$ cat src/rtl/vc_fifo_pkg.sv
// Shared definitions for the virtual-channel FIFO bank: default sizes,
// the clog2 helper and the encoding of the per-channel count update.
package vc_fifo_pkg;

  localparam int DEFAULT_DATA_WIDTH = 6;
  localparam int DEFAULT_ADDR_WIDTH = 4;
  localparam int DEFAULT_NUM_VC     = 2;

  function automatic int clog2(input int value);
    int result;
    result = 0;
    for (int v = value - 1; v > 0; v = v >> 1) begin
      result++;
    end
    return result;
  endfunction

  // Channel-select width never collapses to zero, even for a single channel.
  function automatic int sel_width(input int num_vc);
    return (clog2(num_vc) < 1) ? 1 : clog2(num_vc);
  endfunction

  // Indexed by {wr_acc, rd_acc}.
  typedef enum logic [1:0] {
    CNT_HOLD = 2'b00,
    CNT_DEC  = 2'b01,
    CNT_INC  = 2'b10,
    CNT_BOTH = 2'b11
  } cnt_op_e;

endpackage

$ cat src/rtl/vc_fifo_bank_if.sv
// Shared write/read port of the VC FIFO bank. The producer/consumer side
// uses the master modport and the bank uses the slave modport.
interface vc_fifo_bank_if #(
  parameter int DATA_WIDTH = vc_fifo_pkg::DEFAULT_DATA_WIDTH,
  parameter int VC_SEL_W   = 1
);
  logic                  wr_enable;
  logic [VC_SEL_W-1:0]   wr_vc;
  logic [DATA_WIDTH-1:0] data_in;
  logic                  rd_enable;
  logic [VC_SEL_W-1:0]   rd_vc;
  logic [DATA_WIDTH-1:0] data_out;
  logic                  data_out_valid;

  modport master (
    output wr_enable, wr_vc, data_in, rd_enable, rd_vc,
    input  data_out, data_out_valid
  );

  modport slave (
    input  wr_enable, wr_vc, data_in, rd_enable, rd_vc,
    output data_out, data_out_valid
  );
endinterface

$ cat src/rtl/vc_fifo_channel.sv
// One virtual-channel FIFO: storage, pointers, occupancy, status and sticky
// errors. Acceptance is decided by the bank. Optional macro: VC_FIFO_LEVEL_EN.
module vc_fifo_channel
  import vc_fifo_pkg::*;
#(
  parameter int DATA_WIDTH = DEFAULT_DATA_WIDTH,
  parameter int ADDR_WIDTH = DEFAULT_ADDR_WIDTH
) (
  input  logic                  clk,
  input  logic                  reset,
  input  logic                  i_wr_req,
  input  logic                  i_wr_acc,
  input  logic                  i_rd_req,
  input  logic                  i_rd_acc,
  input  logic [DATA_WIDTH-1:0] i_data,
  input  logic [ADDR_WIDTH:0]   i_af_thresh,
  input  logic [ADDR_WIDTH:0]   i_ae_thresh,
  input  logic                  i_err_clear,
  output logic [DATA_WIDTH-1:0] o_rd_data,
  output logic                  o_full,
  output logic                  o_empty,
  output logic                  o_almost_full,
  output logic                  o_almost_empty,
  output logic                  o_overflow_err,
`ifdef VC_FIFO_LEVEL_EN
  output logic [ADDR_WIDTH:0]   o_cnt,
`endif
  output logic                  o_underflow_err
);

  localparam int DEPTH = 1 << ADDR_WIDTH;

  logic [DATA_WIDTH-1:0] r_mem [DEPTH];
  logic [ADDR_WIDTH-1:0] r_wr_ptr;
  logic [ADDR_WIDTH-1:0] r_rd_ptr;
  logic [ADDR_WIDTH:0]   r_cnt;
  logic                  r_overflow_err;
  logic                  r_underflow_err;
  cnt_op_e               w_cnt_op;

  // NOTE: storage has no reset; emptiness is tracked by r_cnt, so clearing
  // the array would only cost a reset fan-out to every storage bit.
  always_ff @(posedge clk) begin
    if (i_wr_acc) begin
      r_mem[r_wr_ptr] <= i_data;
    end
  end

  assign w_cnt_op = cnt_op_e'({i_wr_acc, i_rd_acc});

  // NOTE: state registers use non-blocking assignments so every flop samples
  // the pre-edge values regardless of statement order.
  always_ff @(posedge clk) begin
    if (reset) begin
      r_wr_ptr        <= '0;
      r_rd_ptr        <= '0;
      r_cnt           <= '0;
      r_overflow_err  <= 1'b0;
      r_underflow_err <= 1'b0;
    end else begin
      if (i_wr_acc) r_wr_ptr <= r_wr_ptr + 1'b1;
      if (i_rd_acc) r_rd_ptr <= r_rd_ptr + 1'b1;
      case (w_cnt_op)
        CNT_INC: r_cnt <= r_cnt + 1'b1;
        CNT_DEC: r_cnt <= r_cnt - 1'b1;
        default: r_cnt <= r_cnt;
      endcase
      // A fresh error in the clearing cycle still sets the bit.
      r_overflow_err  <= (r_overflow_err  & ~i_err_clear) | (i_wr_req & ~i_wr_acc);
      r_underflow_err <= (r_underflow_err & ~i_err_clear) | (i_rd_req & ~i_rd_acc);
    end
  end

  assign o_rd_data       = r_mem[r_rd_ptr];
  assign o_full          = (r_cnt == (ADDR_WIDTH+1)'(DEPTH));
  assign o_empty         = (r_cnt == '0);
  assign o_almost_full   = (r_cnt >= i_af_thresh);
  assign o_almost_empty  = (r_cnt <= i_ae_thresh);
  assign o_overflow_err  = r_overflow_err;
  assign o_underflow_err = r_underflow_err;
`ifdef VC_FIFO_LEVEL_EN
  assign o_cnt           = r_cnt;
`endif

endmodule

$ cat src/rtl/vc_fifo_bank.sv
// Bank of NUM_VC independent FIFOs behind one write and one read port, with
// registered read data. Optional macro: VC_FIFO_LEVEL_EN adds the level port.
module vc_fifo_bank
  import vc_fifo_pkg::*;
#(
  parameter int DATA_WIDTH = DEFAULT_DATA_WIDTH,
  parameter int ADDR_WIDTH = DEFAULT_ADDR_WIDTH,
  parameter int NUM_VC     = DEFAULT_NUM_VC
) (
  input  logic                           clk,
  input  logic                           reset,
  vc_fifo_bank_if.slave                  bus,
  input  logic [ADDR_WIDTH:0]            af_thresh,
  input  logic [ADDR_WIDTH:0]            ae_thresh,
  input  logic                           err_clear,
  output logic [NUM_VC-1:0]              full,
  output logic [NUM_VC-1:0]              empty,
  output logic [NUM_VC-1:0]              almost_full,
  output logic [NUM_VC-1:0]              almost_empty,
  output logic [NUM_VC-1:0]              overflow_err,
`ifdef VC_FIFO_LEVEL_EN
  output logic [NUM_VC*(ADDR_WIDTH+1)-1:0] level,
`endif
  output logic [NUM_VC-1:0]              underflow_err
);

  localparam int VC_SEL_W = sel_width(NUM_VC);

  logic [NUM_VC-1:0]     w_wr_req;
  logic [NUM_VC-1:0]     w_rd_req;
  logic [NUM_VC-1:0]     w_wr_acc;
  logic [NUM_VC-1:0]     w_rd_acc;
  logic [DATA_WIDTH-1:0] w_rd_data [NUM_VC];
  logic [DATA_WIDTH-1:0] w_rd_mux;
  logic                  w_rd_any;
  logic [DATA_WIDTH-1:0] r_data_out;
  logic                  r_data_out_valid;

  for (genvar v = 0; v < NUM_VC; v++) begin : g_vc
    // An out-of-range select matches no channel, so it is silently ignored.
    assign w_wr_req[v] = bus.wr_enable && (bus.wr_vc == VC_SEL_W'(v));
    assign w_rd_req[v] = bus.rd_enable && (bus.rd_vc == VC_SEL_W'(v));
    assign w_rd_acc[v] = w_rd_req[v] && !empty[v];
    assign w_wr_acc[v] = w_wr_req[v] && (!full[v] || w_rd_acc[v]);

    vc_fifo_channel #(
      .DATA_WIDTH (DATA_WIDTH),
      .ADDR_WIDTH (ADDR_WIDTH)
    ) u_channel (
      .clk             (clk),
      .reset           (reset),
      .i_wr_req        (w_wr_req[v]),
      .i_wr_acc        (w_wr_acc[v]),
      .i_rd_req        (w_rd_req[v]),
      .i_rd_acc        (w_rd_acc[v]),
      .i_data          (bus.data_in),
      .i_af_thresh     (af_thresh),
      .i_ae_thresh     (ae_thresh),
      .i_err_clear     (err_clear),
      .o_rd_data       (w_rd_data[v]),
      .o_full          (full[v]),
      .o_empty         (empty[v]),
      .o_almost_full   (almost_full[v]),
      .o_almost_empty  (almost_empty[v]),
      .o_overflow_err  (overflow_err[v]),
`ifdef VC_FIFO_LEVEL_EN
      .o_cnt           (level[v*(ADDR_WIDTH+1) +: (ADDR_WIDTH+1)]),
`endif
      .o_underflow_err (underflow_err[v])
    );
  end

  // NOTE: every always_comb output gets a default first so no path leaves it
  // unassigned and infers a latch.
  always_comb begin
    w_rd_any = |w_rd_acc;
    w_rd_mux = '0;
    for (int v = 0; v < NUM_VC; v++) begin
      if (w_rd_acc[v]) w_rd_mux = w_rd_data[v];
    end
  end

  always_ff @(posedge clk) begin
    if (reset) begin
      r_data_out       <= '0;
      r_data_out_valid <= 1'b0;
    end else begin
      r_data_out_valid <= w_rd_any;
      if (w_rd_any) r_data_out <= w_rd_mux;
    end
  end

  assign bus.data_out       = r_data_out;
  assign bus.data_out_valid = r_data_out_valid;

endmodule

$ cat src/flat_wrapper.sv
// flat-port wrapper written by rule: the top's interface ports become plain ports
module vc_fifo_bank_flat import vc_fifo_pkg::*;
#(
  parameter int DATA_WIDTH = DEFAULT_DATA_WIDTH,
  parameter int ADDR_WIDTH = DEFAULT_ADDR_WIDTH,
  parameter int NUM_VC     = DEFAULT_NUM_VC
)
  (clk, reset, af_thresh, ae_thresh, err_clear, full, empty, almost_full, almost_empty, overflow_err, underflow_err, bus_wr_enable, bus_wr_vc, bus_data_in, bus_rd_enable, bus_rd_vc, bus_data_out, bus_data_out_valid);
  vc_fifo_bank_if #(.DATA_WIDTH(DATA_WIDTH), .VC_SEL_W(1)) bus_i ();
  input  logic clk;
  input  logic reset;
  input  logic [ADDR_WIDTH:0] af_thresh;
  input  logic [ADDR_WIDTH:0] ae_thresh;
  input  logic err_clear;
  output logic [NUM_VC-1:0] full;
  output logic [NUM_VC-1:0] empty;
  output logic [NUM_VC-1:0] almost_full;
  output logic [NUM_VC-1:0] almost_empty;
  output logic [NUM_VC-1:0] overflow_err;
  output logic [NUM_VC-1:0] underflow_err;
  input wire logic [$bits(bus_i.wr_enable)-1:0] bus_wr_enable;
  input wire logic [$bits(bus_i.wr_vc)-1:0] bus_wr_vc;
  input wire logic [$bits(bus_i.data_in)-1:0] bus_data_in;
  input wire logic [$bits(bus_i.rd_enable)-1:0] bus_rd_enable;
  input wire logic [$bits(bus_i.rd_vc)-1:0] bus_rd_vc;
  output wire logic [$bits(bus_i.data_out)-1:0] bus_data_out;
  output wire logic [$bits(bus_i.data_out_valid)-1:0] bus_data_out_valid;
  assign bus_i.wr_enable = bus_wr_enable;
  assign bus_i.wr_vc = bus_wr_vc;
  assign bus_i.data_in = bus_data_in;
  assign bus_i.rd_enable = bus_rd_enable;
  assign bus_i.rd_vc = bus_rd_vc;
  assign bus_data_out = bus_i.data_out;
  assign bus_data_out_valid = bus_i.data_out_valid;
  vc_fifo_bank #(.DATA_WIDTH(DATA_WIDTH), .ADDR_WIDTH(ADDR_WIDTH), .NUM_VC(NUM_VC)) u_core (.clk(clk), .reset(reset), .bus(bus_i), .af_thresh(af_thresh), .ae_thresh(ae_thresh), .err_clear(err_clear), .full(full), .empty(empty), .almost_full(almost_full), .almost_empty(almost_empty), .overflow_err(overflow_err), .underflow_err(underflow_err));
endmodule
$ cat config.mk
export PLATFORM = sky130hd
export DESIGN_NAME = vc_fifo_bank_flat
export DESIGN_NICKNAME = d
export VERILOG_FILES = /design/src/rtl/vc_fifo_pkg.sv /design/src/rtl/vc_fifo_bank_if.sv /design/src/rtl/vc_fifo_channel.sv /design/src/rtl/vc_fifo_bank.sv /design/src/flat_wrapper.sv
export SDC_FILE = /design/constraint.sdc
export NUM_CORES = 1
export LEC_CHECK = 0
export ABC_CLOCK_PERIOD_IN_PS = 4600
export BUFFER_PORTS_ARGS = -buffer_cell sky130_fd_sc_hd__buf_2
export CORE_MARGIN = 2
export CORE_UTILIZATION = 50
export CTS_CLUSTER_DIAMETER = 200
export DETAILED_ROUTE_END_ITERATION = 12
export PLACE_DENSITY = 0.67
export SLEW_MARGIN = 20
export SYNTH_ARGS = -nofsm -noshare
export SYNTH_HDL_FRONTEND = slang
export SYNTH_SLANG_ARGS = --single-unit
$ cat constraint.sdc
create_clock -name clk -period 4.6 [get_ports clk]
set_input_delay 0.23 -clock clk [delete_from_list [all_inputs] [get_ports clk]]
set_output_delay 0.23 -clock clk [all_outputs]
set_load 0.01 [all_outputs]
==> impl_metrics.ini, run 1 <==
[status]
status = finished clean

[global_routing]
grt_max_degree = 40
grt_remaining_overflow = 0
grt_usage_pct = 18.55
antenna_found_initial = 0
grt_pass1_wl_mm = 30.57
grt_pass1_vias = 5459

[synthesis]
synthMuxAreaShare_pct = 13.96
synth_cell_types = 46
syn_area_per_cell_um2 = 16.22
ys_seq_area_share_pct = 65.87
synth_fa_ha_area_share_pct = 4.846
synth_area_leaders = edfxtp_1 57%, dfxtp_1 8.9%, mux4_2 8.0%
syn_inst = 624
async_reset_ff_share_pct = 0
synth_top_area_share_pct = 56.97
synth_edf_count = 192
synthesis.nets = 685
synth_compound_gate_area_share_pct = 4.512
synth_top_flop_cell = edfxtp_1
synth_top_family_by_area = multiplexers
synth-simple-area-share_pct = 6.132
yosys.area.top_type = edfxtp_1
synth-xor-area-share_pct = 1.558
synth.ff_latch_count = 237
yosysWarningCount = 0
synth_area_um2 = 10120

[detailed_routing]
wl_mm = 19.70
ant_nets = 0
num_vias = 5373
first_iter_violations = 398
drc = 0
drt_first_pass_iters = 5
via_per_inst = 5.680
wl_per_cell_um = 20.83

[setup_path]
timing.critical_path.required_ns = 5.03
rrSetupSlack_ns = 1.70
cp.buffers_inverters = 2
worstSetupStartpointType = register
slowest_delay_ns = 0.51
cp_max_fo = 12
critPathSlowestCell = nor4_1
critical-path-top-delay-family = simple AND/OR/NAND/NOR gates
cp.arrival_ns = 3.33
crit_type = reg -> reg
crit_path_end_kind = register
cp_cell_sequence = nor4_1 -> a21oi_1 -> buf_4 -> nand2_1 -> inv_1 -> ha_1 -> nor2b_1 -> o21a_1 -> or4_1 -> and3_1 -> nor3_1

[place]
placement.io_buffers = 41
gp_congestion = 0.8486
place_area_um2 = 10460
dp_hpwl_mm = 13.03

[clock_tree]
clockRootBuffer = clkbuf_16
numCtsBuffers = 24
htreeDepth = 1
cts_resized = 0
worstSkewPairLatency_ns = 0.51
cts_tree = done
ctsHoldBuffers = 0
cts_setup_buffers = 0
clock_path_buffers = 3
path_clk_slew_ns = 0.06
cts_sinks = 237

[timing]
fmax_mhz = 344.5
period_share_pct = 63.11
finalMaxSlewViolations = 0
grt_setup_unrepaired = no
tightest_slew_ns = 1.052
hold_viol_final = 0
setup_viol = 0
relSlewSlack_pct = 29.34
fin_setup_tns_ns = 0
period_needed_ns = 2.903
skew_ns = 0.01589

[floorplanning]
fp.coreArea_um2 = 20040
num_rows = 52
io_pins = 42
die_h_um = 146.3
initial_core_util_pct = 50.51
dieArea_um2 = 21400
die-width_um = 146.3

[pwr]
pwr-share-clk_pct = 40.0
p_seq_share_pct = 51.6
powerDensity_nw_per_um2 = 413.1
p_leak_nw = 3.889
p_sw_share_pct = 22.58
internal-power_w = 0.003593
ir_drop_mv = 0.2307
switchingPower_w = 0.001048
p_comb_share_pct = 8.4

[finish]
nNetsFinal = 719
area_growth_pct = 11.02
n_antenna_cell = 0
fillers = 1581
finalInstanceArea_um2 = 11240
final_layout_size_suffix_gt1_share_pct = 19.53

[min_path]
hold_class = in -> reg

[run]
drv_cap = 0
worst register-to-register path, delay by kind of cell (launching register included):
kind                     cells  cell delay, ns
buffers and inverters        2            0.30
AND/OR/NAND/NOR              6            1.51
flip-flops                   1            0.36
AO/OA/AOI/OAI                2            0.31
adder cells (fa/ha/maj)      1            0.34
cells in the mapped netlist, types with 2 or more instances:
cell,count
a21o_1,13
a21oi_1,19
a22oi_1,8
a31oi_1,3
a32oi_1,2
and2_1,3
and3_1,2
buf_1,5
buf_12,2
buf_2,5
buf_4,13
clkbuf_1,12
dfxtp_1,45
edfxtp_1,192
fa_1,2
ha_1,36
inv_1,21
mux2_2,6
mux2i_1,14
mux4_1,15
mux4_2,36
nand2_1,28
nand2b_1,8
nand3_1,4
nand4_1,4
nor2_1,59
nor2b_1,6
nor3_1,10
nor4b_1,2
o211ai_1,7
o21a_1,7
o21ai_0,3
o22ai_1,2
or4_1,2
xnor2_1,9
xor2_1,9
worst paths after layout:
path                                                       from                                            endpoint  cells past startpoint
max              u_core.g_vc[1].u_channel.r_cnt[1]$_SDFFE_PP0P_      u_core.g_vc[1].u_channel.r_cnt[4]$_SDFFE_PP0P_                     11
min                                                   err_clear  u_core.g_vc[1].u_channel.o_overflow_err$_SDFF_PP0_                      4
max reg2reg      u_core.g_vc[1].u_channel.r_cnt[1]$_SDFFE_PP0P_      u_core.g_vc[1].u_channel.r_cnt[4]$_SDFFE_PP0P_                     11
min reg2reg  u_core.g_vc[1].u_channel.o_overflow_err$_SDFF_PP0_  u_core.g_vc[1].u_channel.o_overflow_err$_SDFF_PP0_                      2
cells in the final DEF, fill, tap and decap left out, drive strengths merged, types with 9 or more instances in the layout:
master	instances
a21o	13
a21oi	19
buf	46
clkbuf	29
clkinv	9
dfxtp	45
edfxtp	192
ha	36
inv	21
mux2i	14
mux4	51
nand2	28
nor2	60
nor3	10
xnor2	9
xor2	9
cell type report:
cell class                 count  area, µm²  share of cell area, %
timing repair buffer          46      242.7                  2.160
clock inverter                15      118.9                  1.058
tap                          270      337.8                  3.007
multi-input combinational    328       3142                  27.96
sequential                   237       6666                  59.33
clock buffer                  29      649.4                  5.779
inverter                      21      78.83                 0.7016
routing by layer:
layer,GRT usage [%],part of all wire (%)
met1,25.53,43
met3,2.969,5.6
met2,31.32,49
met5,0,0
met4,4.709,1.7
state kept, by name, indices dropped and copies added (netlist names), named ones only:
name,flops
u_core.g_vc.u_channel.r_wr_ptr,8
u_core.g_vc.u_channel.r_mem,192
u_core.bus.data_out_valid,1
u_core.bus.data_out,6
u_core.g_vc.u_channel.o_underflow_err,2
u_core.g_vc.u_channel.r_rd_ptr,8
u_core.g_vc.u_channel.r_cnt,10
u_core.g_vc.u_channel.o_overflow_err,2
kinds of logic (layout without fill, tap and decap cells):
family / after synthesis / after routing
compound gates: 68 / 68
xor+xnor: 18 / 18
fa+ha+maj: 38 / 38
buf+inv: 59 / 111
flops: 237 / 237
mux: 71 / 71
simple gates: 133 / 133
per-stage QoR:
| stage | setup WS (ns) | hold slack (ns) | util, % | power, W | cells |
|---|---|---|---|---|---|
| 3_5_place_dp | 1.431 | 0.4608 | 52.22 | 0.002832 | 902 |
| 2_1_floorplan | 1.855 | 0.3289 | - | 0.002716 | 624 |
| 4_1_cts | 1.414 | 0.01066 | 56.05 | 0.004680 | 946 |
| 3_3_place_gp | 1.524 | 0.4593 | 52.22 | 0.002816 | 902 |
| 5_1_grt | 1.464 | 0.03319 | 56.07 | 0.004806 | 946 |
| 6_report | 1.697 | 0.03933 | 56.07 | 0.004641 | 946 |
power by group through the flow:
stage          clock, W  sequential, W  combinational, W
2_1_floorplan         0        0.00243          0.000290
3_3_place_gp          0        0.00244          0.000381
3_5_place_dp          0        0.00244          0.000393
4_1_cts         0.00189        0.00239          0.000395
5_1_grt         0.00197        0.00240          0.000434
6_report        0.00186        0.00239          0.000391
(Power assumes the default switching activity.)
==> run 2, diff against run 1 <==
- ABC_CLOCK_PERIOD_IN_PS: 4600 -> 2860
- clock period: 4.6 -> 2.86 ns (I/O delays scaled with it)
==> run 2 against run 1 <==
Against the previous run: clock power grew 68%; first-iteration DRC count grew 20%; worst hold slack gained 0.040 ns; critical path type unchanged.
==> impl_metrics.ini, run 2 (synthesis results as in run 1) <==
[status]
status = finished clean

[global_routing]
grt_usage_pct = 18.78
top_usage_layer = met2
use_met2_pct = 30.61
grt_remaining_overflow = 0
grt_max_degree = 40
antenna_found_initial = 0
grt_pass1_vias = 5470
grt_use_met3_pct = 3.656
met1_usage_pct = 26.60
grt_pass1_wl_mm = 31.08

[setup_path]
timing.critical_path.required_ns = 3.00
r2r_start = u_core.g_vc[0].u_channel.r_cnt[2]$_SDFFE_PP0P_
crit_start = u_core.g_vc[0].u_channel.r_cnt[2]$_SDFFE_PP0P_
cp.arrival_ns = 2.72
worstSetupStartpointType = register
crit_type = reg -> reg
cp_max_fo = 9
rrSetupSlack_ns = 0.28
crit_path_end_kind = register

[finish]
n_antenna_cell = 0
reg_top3 = u_core.g_vc.u_channel.r_mem x192, u_core.g_vc.u_channel.r_cnt x10
final_layout_size_suffix_gt1_share_pct = 20.58
largest_register = u_core.g_vc.u_channel.r_mem
layout_commonest_cell = edfxtp_1
nNetsFinal = 738
area_growth_pct = 12.97
finalInstanceArea_um2 = 11430
layout_common_cells = 192 x edfxtp_1, 59 x nor2_1, 45 x dfxtp_1, 41 x buf_2
largest_reg_flops = 192
fillers = 1530

[clock_tree]
numCtsBuffers = 24
cts_tree = done
htreeDepth = 1
worstSkewPairLatency_ns = 0.51
cts_setup_buffers = 0
cts_sinks = 237
clock_path_buffers = 3
path_clk_slew_ns = 0.07
clockRootBuffer = clkbuf_16

[floorplanning]
dieArea_um2 = 21400
fp.coreArea_um2 = 20040
initial_core_util_pct = 50.51
io_pins = 42
num_rows = 52
die_h_um = 146.3
die-width_um = 146.3

[detailed_routing]
wl_mm = 19.79
drc = 0
wl_per_cell_um = 20.51
ant_nets = 0
num_vias = 5410
first_iter_violations = 477
drt_first_pass_iters = 5
via_per_inst = 5.606

[pwr]
internal-power_w = 0.005955
pwr-share-clk_pct = 41.1
p_sw_share_pct = 21.98
p_leak_nw = 4.013
p_comb_share_pct = 8.5
ir_drop_mv = 0.4173
switchingPower_w = 0.001678
powerDensity_nw_per_um2 = 667.6
p_seq_share_pct = 50.4

[timing]
setup_slack_ns = 0.2771
skew_ns = 0.02198
fin_setup_tns_ns = 0
finalMaxSlewViolations = 0
setup_viol = 0
period_needed_ns = 2.583
whs_ns = 0.07906
tightest_slew_ns = 0.9984
fmax_mhz = 387.2
hold_viol_final = 0
grt_setup_unrepaired = no
period_share_pct = 90.31
relSlewSlack_pct = 33.13

[place]
placement.io_buffers = 41
dp_hpwl_mm = 12.96
gp_congestion = 0.8426
place_area_um2 = 10600
pre_cts_ws_ns = 0.2814

[run]
drv_cap = 0

[min_path]
hold_class = in -> reg
min_from = bus_rd_vc
## run 2: cell count changes in the layout (fill, tap and decap cells not counted)
cell           previous run  this run
dlygate4sd3_1             0         3
a21oi_2                   1         0
clkbuf_8                  3         1
clkinvlp_2                1         0
inv_6                     0         1
buf_12                    0         1
clkbuf_16                24        26
clkinv_2                  6         4
clkbuf_1                  2         6
bufinv_16                 1         2
buf_4                     5        20
a21oi_1                  18        19
clkinvlp_4                4         1
## run 2: worst paths after layout
check	end	cells after the start
max	u_core.g_vc[0].u_channel.r_mem[7][0]$_DFFE_PP_	4
min	u_core.g_vc[0].u_channel.o_underflow_err$_SDFF_PP0_	4
max reg2reg	u_core.g_vc[0].u_channel.r_mem[7][0]$_DFFE_PP_	4
min reg2reg	u_core.g_vc[1].u_channel.o_overflow_err$_SDFF_PP0_	2
## run 2: critical path: stages (launching register included)
cell     delay [ns]
dfxtp_1        0.48
nor4_4         0.10
a31oi_1        0.81
nand2_1        0.29
nor2_1         0.52
## run 2: power groups by stage
| stage | sequential, W | clock [W] | combinational [W] |
|---|---|---|---|
| 3_5_place_dp | 0.00392 | 0 | 0.000646 |
| 3_3_place_gp | 0.00392 | 0 | 0.000628 |
| 5_1_grt | 0.00386 | 0.00333 | 0.000721 |
| 4_1_cts | 0.00385 | 0.00321 | 0.000658 |
| 6_report | 0.00385 | 0.00313 | 0.000651 |
| 2_1_floorplan | 0.00390 | 0 | 0.000467 |
## run 2: what timing repair did
action | in CTS | in global routing
hold buffers | 3 | 0
endpoints found under the setup margin | 0 | 0
endpoints found under the hold margin | 2 | 0
resized for setup | 0 | 0
## run 2: final cells by class
cell class	instances	area [µm²]	share of cell area, %
Inverter	21	78.83	0.6894
Clock buffer	33	686.9	6.008
Multi-Input combinational cell	328	3138	27.45
Sequential cell	237	6666	58.31
Timing Repair Buffer	65	405.4	3.546
Clock inverter	11	120.1	1.051
Tap cell	270	337.8	2.955
## run 2: per-layer routing
metal,routed length [µm],part of all wire [%],vias to the layer above
met4,328,1.7,0
met1,8667,44,2688
met5,0,0,-
met2,9413,48,185
met3,1381,7.0,25
li1,-,-,2512
## run 2: metrics by stage
stage / cells / power, W / util [%]
4_1_cts: 965 / 0.007711 / 57.06
2_1_floorplan: 624 / 0.004369 / -
6_report: 965 / 0.007633 / 57.06
3_3_place_gp: 918 / 0.004545 / 52.88
3_5_place_dp: 918 / 0.004567 / 52.88
5_1_grt: 965 / 0.007911 / 57.06
